**config.mk**
```make
export PLATFORM = sky130hd
export DESIGN_NAME = multicycle_ctrl
export DESIGN_NICKNAME = d
export VERILOG_FILES = /design/src/rtl/multicycle_ctrl.sv
export SDC_FILE = /design/constraint.sdc
export NUM_CORES = 1
export LEC_CHECK = 0
export BUFFER_PORTS_ARGS = -buffer_cell sky130_fd_sc_hd__clkbuf_2
export CORE_MARGIN = 2
export CORE_UTILIZATION = 43
export DETAILED_ROUTE_END_ITERATION = 8
export GPL_TIMING_DRIVEN = 0
export PLACE_DENSITY_LB_ADDON = 0.15
export SLEW_MARGIN = 15
export SYNTH_ARGS = -nofsm -noshare
export SYNTH_HDL_FRONTEND = slang
export SYNTH_SLANG_ARGS = --single-unit
```
**constraint.sdc**
```tcl
create_clock -name clk -period 1.4 [get_ports clk]
set_input_delay 0.28 -clock clk [delete_from_list [all_inputs] [get_ports clk]]
set_output_delay 0.28 -clock clk [all_outputs]
set_load 0.005 [all_outputs]
```
**src/rtl/multicycle_ctrl.sv**
```systemverilog
// Control FSM sequencing the shared multi-cycle RV32I datapath (lw, sw, R/I ALU ops, beq, jal).
// Define MC_ILLEGAL_TRAP_EN to halt in a TRAP state on illegal instructions instead of treating them as NOPs.
module multicycle_ctrl (
  input  logic       clk,
  input  logic       reset,
  input  logic [6:0] op,
  input  logic [2:0] funct3,
  input  logic       funct7b5,
  input  logic       Z,
  input  logic       mem_ready,
  output logic       mem_req,
  output logic       mem_wren,
  output logic       addr_sel,
  output logic       ir_wren,
  output logic       pc_wren,
  output logic       regfile_wren,
  output logic [1:0] ALU_asel,
  output logic [1:0] ALU_bsel,
  output logic [1:0] result_sel,
  output logic [1:0] ximm_sel,
  output logic [2:0] ALU_control,
  output logic [3:0] state,
  output logic       trap
);

  localparam logic [3:0] ST_FETCH    = 4'd0;
  localparam logic [3:0] ST_DECODE   = 4'd1;
  localparam logic [3:0] ST_MEMADR   = 4'd2;
  localparam logic [3:0] ST_MEMREAD  = 4'd3;
  localparam logic [3:0] ST_MEMWB    = 4'd4;
  localparam logic [3:0] ST_MEMWRITE = 4'd5;
  localparam logic [3:0] ST_EXECUTER = 4'd6;
  localparam logic [3:0] ST_EXECUTEI = 4'd7;
  localparam logic [3:0] ST_ALUWB    = 4'd8;
  localparam logic [3:0] ST_BEQ      = 4'd9;
  localparam logic [3:0] ST_JAL      = 4'd10;
`ifdef MC_ILLEGAL_TRAP_EN
  localparam logic [3:0] ST_TRAP     = 4'd11;
  localparam logic [3:0] ST_ILLEGAL  = ST_TRAP;
`else
  localparam logic [3:0] ST_ILLEGAL  = ST_FETCH;
`endif

  localparam logic [6:0] OP_LOAD   = 7'b0000011;
  localparam logic [6:0] OP_STORE  = 7'b0100011;
  localparam logic [6:0] OP_RTYPE  = 7'b0110011;
  localparam logic [6:0] OP_ITYPE  = 7'b0010011;
  localparam logic [6:0] OP_BRANCH = 7'b1100011;
  localparam logic [6:0] OP_JAL    = 7'b1101111;

  localparam logic [2:0] ALU_ADD = 3'b000;
  localparam logic [2:0] ALU_SUB = 3'b001;
  localparam logic [2:0] ALU_AND = 3'b010;
  localparam logic [2:0] ALU_OR  = 3'b011;
  localparam logic [2:0] ALU_SLT = 3'b101;

  localparam logic [1:0] ASEL_PC    = 2'b00;
  localparam logic [1:0] ASEL_OLDPC = 2'b01;
  localparam logic [1:0] ASEL_RS1   = 2'b10;
  localparam logic [1:0] BSEL_RS2   = 2'b00;
  localparam logic [1:0] BSEL_XIMM  = 2'b01;
  localparam logic [1:0] BSEL_FOUR  = 2'b10;
  localparam logic [1:0] RES_ALUOUT = 2'b00;
  localparam logic [1:0] RES_MDR    = 2'b01;
  localparam logic [1:0] RES_ALU    = 2'b10;
  localparam logic [1:0] XIMM_I     = 2'b00;
  localparam logic [1:0] XIMM_S     = 2'b01;
  localparam logic [1:0] XIMM_B     = 2'b10;
  localparam logic [1:0] XIMM_J     = 2'b11;

  logic [3:0] state_q, state_d;
  logic       alu_legal;
  logic [2:0] alu_op;
  logic       req_raw, wren_raw, ir_raw, pc_raw, rf_raw;

  // NOTE: sequential state uses non-blocking assignments; combinational blocks use blocking ones.
  always_ff @(posedge clk or negedge reset) begin
    if (!reset) state_q <= ST_FETCH;
    else        state_q <= state_d;
  end

  assign state = state_q;

  // Arithmetic decode shared by EXECUTER and EXECUTEI; funct7b5 only selects sub for R-type.
  always_comb begin
    alu_legal = 1'b1;
    alu_op    = ALU_ADD;
    case (funct3)
      3'b000:  alu_op = (op == OP_RTYPE && funct7b5) ? ALU_SUB : ALU_ADD;
      3'b111:  alu_op = ALU_AND;
      3'b110:  alu_op = ALU_OR;
      3'b010:  alu_op = ALU_SLT;
      default: alu_legal = 1'b0;
    endcase
  end

  always_comb begin
    case (op)
      OP_STORE:  ximm_sel = XIMM_S;
      OP_BRANCH: ximm_sel = XIMM_B;
      OP_JAL:    ximm_sel = XIMM_J;
      default:   ximm_sel = XIMM_I;
    endcase
  end

  always_comb begin
    state_d = state_q;
    case (state_q)
      ST_FETCH:    if (mem_ready) state_d = ST_DECODE;
      ST_DECODE: begin
        case (op)
          OP_LOAD, OP_STORE: state_d = (funct3 == 3'b010) ? ST_MEMADR : ST_ILLEGAL;
          OP_RTYPE:          state_d = ST_EXECUTER;
          OP_ITYPE:          state_d = ST_EXECUTEI;
          OP_BRANCH:         state_d = (funct3 == 3'b000) ? ST_BEQ : ST_ILLEGAL;
          OP_JAL:            state_d = ST_JAL;
          default:           state_d = ST_ILLEGAL;
        endcase
      end
      ST_MEMADR:   state_d = (op == OP_STORE) ? ST_MEMWRITE : ST_MEMREAD;
      ST_MEMREAD:  if (mem_ready) state_d = ST_MEMWB;
      ST_MEMWB:    state_d = ST_FETCH;
      ST_MEMWRITE: if (mem_ready) state_d = ST_FETCH;
      ST_EXECUTER,
      ST_EXECUTEI: state_d = alu_legal ? ST_ALUWB : ST_ILLEGAL;
      ST_ALUWB:    state_d = ST_FETCH;
      ST_BEQ:      state_d = ST_FETCH;
      ST_JAL:      state_d = ST_ALUWB;
`ifdef MC_ILLEGAL_TRAP_EN
      ST_TRAP:     state_d = ST_TRAP;
`endif
      default:     state_d = ST_FETCH;
    endcase
  end

  // NOTE: every output gets a default before the case so no latch is inferred.
  always_comb begin
    req_raw     = 1'b0;
    wren_raw    = 1'b0;
    addr_sel    = 1'b0;
    ir_raw      = 1'b0;
    pc_raw      = 1'b0;
    rf_raw      = 1'b0;
    ALU_asel    = ASEL_PC;
    ALU_bsel    = BSEL_RS2;
    result_sel  = RES_ALUOUT;
    ALU_control = ALU_ADD;
    case (state_q)
      ST_FETCH: begin
        req_raw    = 1'b1;
        ALU_bsel   = BSEL_FOUR;
        result_sel = RES_ALU;
        ir_raw     = mem_ready;
        pc_raw     = mem_ready;
      end
      ST_DECODE: begin
        ALU_asel = ASEL_OLDPC;
        ALU_bsel = BSEL_XIMM;
      end
      ST_MEMADR: begin
        ALU_asel = ASEL_RS1;
        ALU_bsel = BSEL_XIMM;
      end
      ST_MEMREAD: begin
        req_raw  = 1'b1;
        addr_sel = 1'b1;
      end
      ST_MEMWB: begin
        result_sel = RES_MDR;
        rf_raw     = 1'b1;
      end
      ST_MEMWRITE: begin
        req_raw  = 1'b1;
        wren_raw = 1'b1;
        addr_sel = 1'b1;
      end
      ST_EXECUTER: begin
        ALU_asel    = ASEL_RS1;
        ALU_control = alu_op;
      end
      ST_EXECUTEI: begin
        ALU_asel    = ASEL_RS1;
        ALU_bsel    = BSEL_XIMM;
        ALU_control = alu_op;
      end
      ST_ALUWB:    rf_raw = 1'b1;
      ST_BEQ: begin
        ALU_asel    = ASEL_RS1;
        ALU_control = ALU_SUB;
        pc_raw      = Z;
      end
      ST_JAL: begin
        ALU_asel = ASEL_OLDPC;
        ALU_bsel = BSEL_FOUR;
        pc_raw   = 1'b1;
      end
      default: ;
    endcase
  end

  // Enables are masked while reset is asserted so an abandoned access can never write.
  assign mem_req      = reset & req_raw;
  assign mem_wren     = reset & wren_raw;
  assign ir_wren      = reset & ir_raw;
  assign pc_wren      = reset & pc_raw;
  assign regfile_wren = reset & rf_raw;

`ifdef MC_ILLEGAL_TRAP_EN
  assign trap = reset & (state_q == ST_TRAP);
`else
  assign trap = 1'b0;
`endif

endmodule

```
==> impl_metrics.tcl <==
set metrics [dict create \
    die_h_um 42.9 \
    critPathMaxFanout 6 \
    layout_commonest_cell "clkbuf_2" \
    drc 0 \
    cts_tree "done" \
    design_area_um2 1180 \
    multi_input_area_um2 597 \
    yosysUniqueCellTypes 35 \
    largest_reg_flops 4 \
    wire_per_inst_um 13.9 \
    setup_ws_ns -0.325 \
    hold_viol_final 0 \
    grt_pass1_wl_um 3300 \
    clk_latency_ns 0.24 \
    final_cell_mix "clkbuf_2, nand2_1, buf_4, buf_6, nor2_1" \
    fin_skew_ns 0.00588 \
    rsz0062_at_grt "true" \
    p_leak_nw 0.543 \
    vdd_ir_drop_max_mv 0.593 \
    period_share_pct 123 \
    clk_pin_slew_ns 0.04 \
    synth_fp_nets 108 \
    critical_path_arrival_ns 1.45 \
    ys_ff_latch 4 \
    port_buffers 35 \
    fillers 98 \
    synthesis.area_um2 652 \
    synth_cells 93 \
    clk_path_buf_depth 2 \
    cts_sinks 4 \
    start_util_pct 44.8 \
    vias 913 \
    drive_gt1_share_pct 59.1 \
    hp-class "in -> reg" \
    avgSynthCellArea_um2 7.01 \
    end_kind "output port" \
    finalCriticalPeriod_ns 1.73 \
    cts-root-buf "clkbuf_4" \
    seq_area_um2 104 \
    die_w_um 42.9 \
    maxCapViolations 0 \
    core.rowCount 14 \
    syn_to_final_growth_pct 81.0 \
    grt_max_degree 11 \
    worstSetupPathType "reg -> out" \
    outcome "finished, violations left" \
    placedInstanceArea_um2 847 \
    finalSetupViolCount 16 \
    final_nets 166 \
    drt_iter0_drc 16 \
    n_antenna_cell 0 \
    drt-pass1-iter-count 4 \
    slew_viol_final 0 \
    ant_nets 0 \
    hold_ws_ns 0.338 \
    ys_seq_area_share_pct 15.4 \
    totalWireLength_um 2300 \
    hpwlAfterDp_um 1370 \
    h-tree-depth 1 \
    via_per_inst 5.53 \
    design.die.area_um2 1840 \
    gr-total-overflow 0 \
    violations "negative setup slack" \
    max_freq_ghz 0.580 \
    grt_pass1_vias 753 \
    power_density_nw_per_um2 576 \
    crit_required_ns 1.12 \
    core_um2 1450 \
    io_pins 37 \
    antenna_found_initial 0 \
    tns_ns -3.25 \
    grt_usage_pct 23.1 \
    numCtsBuffers 3 \
    cp-start-kind "flip-flop" \
    ys_warn_count 0 \
    gp_congestion 0.817 \
]
==> routing by layer <==
layer | global-route usage, % | wire [um]
met3 | 3.83 | 95
met4 | 3.64 | 54
met5 | 0 | 0
met1 | 29.6 | 951
met2 | 41.2 | 1200
==> report_power, final <==
part / switching [mW] / internal, mW
clock network: 0.0475 / 0.0959
registers: 0.0165 / 0.125
logic: 0.189 / 0.206
total: 0.253 / 0.427
==> cell families (layout without fill, tap and decap cells) <==
family	count (synthesis)	after routing	share of synthesized area [%]
buf+inv	10	66	11.5
flops	4	4	15.4
xor+xnor	1	1	1.34
compound gates	22	22	23.0
other cells	1	1	0.575
mux	3	3	4.61
simple gates	52	52	43.6
==> cell usage after synthesis <==
library cell  number  area share, %
xnor2_1            1            1.3
or3_4              1            1.7
o22a_1             1            1.3
and2_2             1            1.2
clkbuf_2           1           0.77
o2bb2ai_1          1            1.3
a32o_1             1            1.5
conb_1             1           0.58
inv_1              3            1.7
buf_6              3            5.2
o2111ai_1          1            1.3
o32ai_1            2            2.7
a21oi_1            7            5.4
nand3b_1           1            1.2
a211oi_1           2            2.3
o22ai_1            3            2.9
dfrtp_1            4             15
a31oi_1            2            1.9
nor2b_1            4            3.8
mux2i_1            3            4.6
a22oi_1            2            2.3
nor2_4             1            1.7
or2b_4             1            1.7
nand2_1           13            7.5
buf_4              1            1.2
nor3b_1            3            3.5
clkbuf_8           1            2.1
or2b_1             1            1.2
clkbuf_1           1           0.58
nand2b_1           2            1.9
nor2_1            12            6.9
nor4_1             2            1.9
and4_1             2            2.7
nor3_1             5            3.8
and3_1             3            2.9
==> metrics by stage <==
| step | total power [mW] | std cells | util, % | worst slack, ns |
|---|---|---|---|---|
| 2_1_floorplan | 0.305 | 93 | - | -0.00851 |
| 3_3_place_gp | 0.403 | 144 | 58.3 | -0.255 |
| 3_5_place_dp | 0.407 | 144 | 58.3 | -0.263 |
| 4_1_cts | 0.625 | 156 | 71.7 | -0.272 |
| 5_1_grt | 0.725 | 165 | 81.2 | -0.407 |
| 6_report | 0.680 | 165 | 81.2 | -0.325 |
==> worst paths after layout <==
kind	slack (ns)	to	cells past startpoint	start
setup / recovery	-0.33	pc_wren	5	state[0]
setup reg to reg	0.04	state[3]	5	state[1]
max in group asynchronous	0.73	state[1]	2	reset
hold reg to reg	0.75	state[0]	2	state[3]
min in group asynchronous	0.48	state[3]	2	reset
hold / removal	0.34	state[0]	4	op[3]
==> repair_timing <==
| action | 4_1_cts | 5_1_grt |
|---|---|---|
| hold endpoints to repair | 4 | 0 |
| hold buffers | 1 | 0 |
| pin swaps | 9 | 15 |
| buffers inserted | 10 | 10 |
| endpoints found under the setup margin | 16 | 17 |
| gates resized for setup | 24 | 27 |
==> critical path, stage by stage (launching register included) <==
cell and delay, ns:
dfrtp_2 0.42, nor2b_4 0.25, a21oi_2 0.07, mux2i_1 0.13
and3_1 0.19, clkbuf_2 0.14
==> final cells by class <==
cell class                 instances  share of cell area (%)
sequential                         4                    8.80
buffer                             4                    3.71
timing repair buffer              56                    32.3
tap                               16                    1.70
multi-input combinational         79                    50.6
clock buffer                       3                    1.91
inverter                           3                   0.954
No activity file was read; power rests on OpenSTA's default activity.
